--- config.mk ---
export PLATFORM = sky130hd
export DESIGN_NAME = uart_program_loader
export DESIGN_NICKNAME = d
export VERILOG_FILES = /design/src/rtl/uart_program_loader.sv
export SDC_FILE = /design/constraint.sdc
export NUM_CORES = 1
export LEC_CHECK = 0
export BUFFER_PORTS_ARGS = -buffer_cell sky130_fd_sc_hd__buf_4
export CAP_MARGIN = 20
export CORE_UTILIZATION = 41
export CTS_BUF_LIST = sky130_fd_sc_hd__clkbuf_4 sky130_fd_sc_hd__clkbuf_8
export CTS_CLUSTER_SIZE = 8
export DETAILED_ROUTE_END_ITERATION = 16
export GPL_TIMING_DRIVEN = 1
export SLEW_MARGIN = 5
export SYNTH_ARGS = -nofsm -noshare
export SYNTH_HDL_FRONTEND = slang
export SYNTH_SLANG_ARGS = --single-unit
--- constraint.sdc ---
create_clock -name clk -period 2.1 [get_ports clk]
set_input_delay 0.63 -clock clk [delete_from_list [all_inputs] [get_ports clk]]
set_output_delay 0.63 -clock clk [all_outputs]
set_load 0.01 [all_outputs]
--- src/rtl/uart_program_loader.sv ---
// Frame parser between the UART receiver and the program memory write port.
// Accepts HEADER, LEN, LEN payload bytes, XOR checksum; starts the program on a good frame.
module uart_program_loader #(
  parameter int unsigned ADDR_W         = 8,
  parameter logic [7:0]  HEADER         = 8'hA5,
  parameter int unsigned TIMEOUT_CYCLES = 120000
) (
  input  logic              clk,
  input  logic              rst_n,
  input  logic              rx_valid,
  input  logic [7:0]        rx_byte,
  input  logic              rx_error,
  output logic              mem_we,
  output logic [ADDR_W-1:0] mem_addr,
  output logic [7:0]        mem_wdata,
  output logic              busy,
  output logic              start_program,
  output logic              load_error,
  output logic [1:0]        error_code
);

  localparam int unsigned MAX_LEN = (ADDR_W >= 8) ? 255 : (1 << ADDR_W);
  localparam int unsigned TMR_W   = $clog2(TIMEOUT_CYCLES + 1);

  typedef enum logic [1:0] {S_IDLE, S_LEN, S_DATA, S_CSUM} state_t;

  state_t             state_q, state_d;
  logic [7:0]         len_q, len_d;
  logic [7:0]         idx_q, idx_d;
  logic [7:0]         csum_q, csum_d;
  logic [TMR_W-1:0]   timer_q, timer_d;
  logic               mem_we_d, busy_d, start_d, lerr_d;
  logic [ADDR_W-1:0]  mem_addr_d;
  logic [7:0]         mem_wdata_d;
  logic [1:0]         ecode_d;
  logic               abort;
  logic [1:0]         abort_code;

  // Next-state and next-output logic; rx_error beats rx_valid, which beats the timeout.
  always_comb begin
    state_d     = state_q;
    len_d       = len_q;
    idx_d       = idx_q;
    csum_d      = csum_q;
    timer_d     = (state_q == S_IDLE) ? '0 : timer_q + TMR_W'(1);
    mem_we_d    = 1'b0;
    mem_addr_d  = mem_addr;
    mem_wdata_d = mem_wdata;
    start_d     = 1'b0;
    lerr_d      = 1'b0;
    ecode_d     = error_code;
    abort       = 1'b0;
    abort_code  = 2'd0;

    if (rx_valid) timer_d = '0;

    if (state_q == S_IDLE) begin
      if (rx_valid && rx_byte == HEADER) state_d = S_LEN;
    end else if (rx_error) begin
      abort      = 1'b1;
      abort_code = 2'd3;
    end else if (rx_valid) begin
      case (state_q)
        S_LEN: begin
          if (rx_byte == 8'd0 || 32'(rx_byte) > MAX_LEN) begin
            abort      = 1'b1;
            abort_code = 2'd1;
          end else begin
            len_d   = rx_byte;
            csum_d  = rx_byte;
            idx_d   = 8'd0;
            state_d = S_DATA;
          end
        end
        S_DATA: begin
          mem_we_d    = 1'b1;
          mem_addr_d  = ADDR_W'(idx_q);
          mem_wdata_d = rx_byte;
          csum_d      = csum_q ^ rx_byte;
          idx_d       = idx_q + 8'd1;
          if (idx_q == len_q - 8'd1) state_d = S_CSUM;
        end
        S_CSUM: begin
          if (rx_byte == csum_q) begin
            start_d = 1'b1;
            state_d = S_IDLE;
          end else begin
            abort      = 1'b1;
            abort_code = 2'd2;
          end
        end
        default: state_d = S_IDLE;
      endcase
    end else if (timer_q == TMR_W'(TIMEOUT_CYCLES - 1)) begin
      abort      = 1'b1;
      abort_code = 2'd3;
    end

    if (abort) begin
      lerr_d  = 1'b1;
      ecode_d = abort_code;
      state_d = S_IDLE;
    end

    busy_d = (state_d != S_IDLE);
  end

  // State and registered outputs.
  always_ff @(posedge clk) begin
    if (!rst_n) begin
      state_q       <= S_IDLE;
      len_q         <= '0;
      idx_q         <= '0;
      csum_q        <= '0;
      timer_q       <= '0;
      mem_we        <= 1'b0;
      mem_addr      <= '0;
      mem_wdata     <= '0;
      busy          <= 1'b0;
      start_program <= 1'b0;
      load_error    <= 1'b0;
      error_code    <= 2'd0;
    end else begin
      state_q       <= state_d;
      len_q         <= len_d;
      idx_q         <= idx_d;
      csum_q        <= csum_d;
      timer_q       <= timer_d;
      mem_we        <= mem_we_d;
      mem_addr      <= mem_addr_d;
      mem_wdata     <= mem_wdata_d;
      busy          <= busy_d;
      start_program <= start_d;
      load_error    <= lerr_d;
      error_code    <= ecode_d;
    end
  end

endmodule

==> reports/metrics.cfg <==
[timing]
max_slew_margin_pct=70.5
rsz_0062_raised_after_global_routing=no
postLayoutSetupSlackWorst_ns=0.198
number_of_endpoints_with_negative_hold_slack_in_the_final_report=0
finalWorstPathRequiredPeriod_ns=1.90
drv_slew=0
timing.final.setup_violations=0
timing.hold.ws_ns=0.455
maximum_clock_frequency_mhz=526
skew_ns=0.00976
tightest_slew_ns=0.438
fin_crit_sh_pct=90.6

[clocking]
clock-root-buffer=sky130_fd_sc_hd__clkbuf_8
tritoncts=yes
clock_latency_ns=0.34
cts.clk_slew.worst_paths_ns=0.08
cts.path.max_buffers=2
cts-htree-levels=3
cts-buffers-inserted=9
numClockSinks=65
post_cts.repair.setup_buffers=0

[floorplan]
rows=31
chipHeight_um=89.1
placeableCoreArea_um2=7290
start_util_pct=42.7
dieArea_um2=7940
boundaryPins=34
fp.dieW_um=89.1

[logic_synthesis]
synth-seq-cells=65
number_of_flops_mapped_to_enable_cells_by_yosys=0
mean_syn_cell_area_um2=8.59
ys_dominant_reg_cell=sky130_fd_sc_hd__dfxtp_1
synth.lib_cells_used.distinct=49
synth_nets=377
synth_warnings=0
async_flop_share_pct=0
post_synth_design_cell_area_um2=3110
postSynthCellCount=362
ys_seq_area_share_pct=41.8

[setup_path]
cp_data_arrival_time_ns=2.19
worst-path-buf-inv=1
startpoint_type=flip-flop
timing.critical_path.slowest_cell_delay_ns=0.34
worst-setup-path-type=reg -> reg
worst_ep_required_time_ns=2.39
crit_chain=inv_1 > ha_2 > o21ba_1 > a221oi_1 > a41oi_1 > a211o_1 > a31oi_1 > and3_1
critical_path.top_delay_family=compound AO/OA/AOI/OAI gates
worstPathMaxFanout=8
worstSetupEndpointType=flip-flop
critical-path-slowest-cell=sky130_fd_sc_hd__dfxtp_1

[route]
routed_wl_um=7260
vias=2623
post-route-drc-count=0
ant_nets=0
first_iter_violations=104
wire_per_inst_um=13.7
first_pass_iters=4
via_per_inst=4.97

[pwr]
p_leak_nw=1.55
power_mw=2.53
ir_worst_vdd_v=0.000368
pwr_density_cell_nw_per_um2=651

[place]
hpwlAfterDp_um=5280
io_buffers=33
place_ws_ns=-0.0927
place_congestion=0.870

[final_layout]
number_of_fill_cells_in_the_layout=744
synthToLayoutAreaGrowth_pct=24.9
share_of_post_route_cells_with_drive_strength_above_1_pct=21.0
insertedDiodeCount=0
area_occupied_by_multi_input_gates_um2=1710
finish.net_count=439
seq_area_um2=1300

[global_route]
grt_overflow_total=0
total_routing_usage_reported_by_global_routing_pct=20.0
via_count_of_the_first_global_routing_pass=2515
grt_antenna_before_repair=0
pin_count_of_the_biggest_net_entering_global_routing=23
first_pass_grt_wire_length_um=11800

[run_status]
run_status=finished clean

[job]
max_capacitance_violation_count=0

[hold_path]
hp-class=reg -> reg

## final cells by class
cell class	instances	share of cell area (%)
clock buffers	11	3.74
clock inverters	5	2.03
inverters	7	0.677
multi-input cells	274	43.9
flip-flops and latches	65	33.5
well taps	99	3.19
repair buffers	67	13.0
## state kept, by name (all words and copies together) (netlist names)
register and cells:
busy 1, csum_q 8, error_code 2, idx_q 8
len_q 8, load_error 1, mem_addr 8, mem_wdata 8
mem_we 1, start_program 1, state_q 2, timer_q 17
## synth_stat cells, drive strengths merged (3+ instances only)
cell type  instances  area share, %
nor3               8            1.3
mux2i              8            2.6
xnor2             14            3.9
inv                7           0.84
buf                6            1.3
nand3              8            1.3
and2              11            2.2
dfxtp             65             42
nor4               5            1.9
nor2              34            4.1
xor2              32            9.0
a21oi              3           0.48
and3               8            1.6
and4               4            1.1
nand2             70            8.5
nor2b             10            2.0
o21ai              5           0.80
ha                 3            1.2
nand4              4           0.80
clkbuf            10            1.2
a21boi            21            5.1
## stage by stage
step	cell area [µm²]	util (%)	cells	setup TNS, ns
floorplan	3110	-	362	0
global placement	3660	50.2	512	-0.664
detailed placement	3660	50.2	512	-1.14
CTS	3880	53.2	528	0
global route	3880	53.3	528	0
finish	3880	53.3	528	0
## where the power goes
group / internal (mW) / total (mW) / switching, mW
Clock: 0.712 / 1.20 / 0.488
Combinational: 0.0488 / 0.0969 / 0.0481
Sequential: 1.23 / 1.23 / 0.000343
## worst paths after layout
path                               from               endpoint  slack, ns  depth (start not counted)
setup reg to reg  len_q[0]$_SDFFE_PN0P_  state_q[0]$_SDFF_PN0_       0.20                          8
hold / removal    timer_q[0]$_SDFF_PP0_  timer_q[0]$_SDFF_PP0_       0.45                          1
setup / recovery  len_q[0]$_SDFFE_PN0P_  state_q[0]$_SDFF_PN0_       0.20                          8
hold reg to reg   timer_q[0]$_SDFF_PP0_  timer_q[0]$_SDFF_PP0_       0.45                          1
## cell families after synthesis
| group | count (synthesis) | share of synthesized area (%) |
|---|---|---|
| AO/OA/AOI/OAI | 48 | 11.4 |
| XOR/XNOR | 46 | 13.0 |
| adder cells (fa/ha/maj) | 3 | 1.21 |
| buffers and inverters | 23 | 3.42 |
| flip-flops | 65 | 41.8 |
| multiplexers | 8 | 2.57 |
| AND/OR/NAND/NOR | 169 | 26.6 |
## cells in the final DEF, fill, tap and decap left out, drive strengths merged, types with 3 or more instances in the layout
cell,count
and2,11
nand2,70
clkinv,3
a21boi,21
nor2b,10
ha,3
xor2,32
nand4,4
and3,8
nor4,5
xnor2,14
a21oi,3
clkbuf,11
and4,4
dfxtp,65
inv,7
o21ai,5
nor2,34
nor3,8
mux2i,8
buf,67
nand3,8
## per-layer routing
layer	up-vias	global-route usage (%)	part of all wire, %
li1	1333	-	-
met1	1251	26.1	50
met2	30	32.0	46
met3	9	4.25	2.3
met4	0	8.37	1.8
met5	-	0	0
## timing repair
action | 4_1_cts | 5_1_grt
resized for setup | 0 | 1
setup endpoints to repair | 0 | 2
hold buffers | 0 | 0
Note: power is estimated with default switching activity, not from simulation.
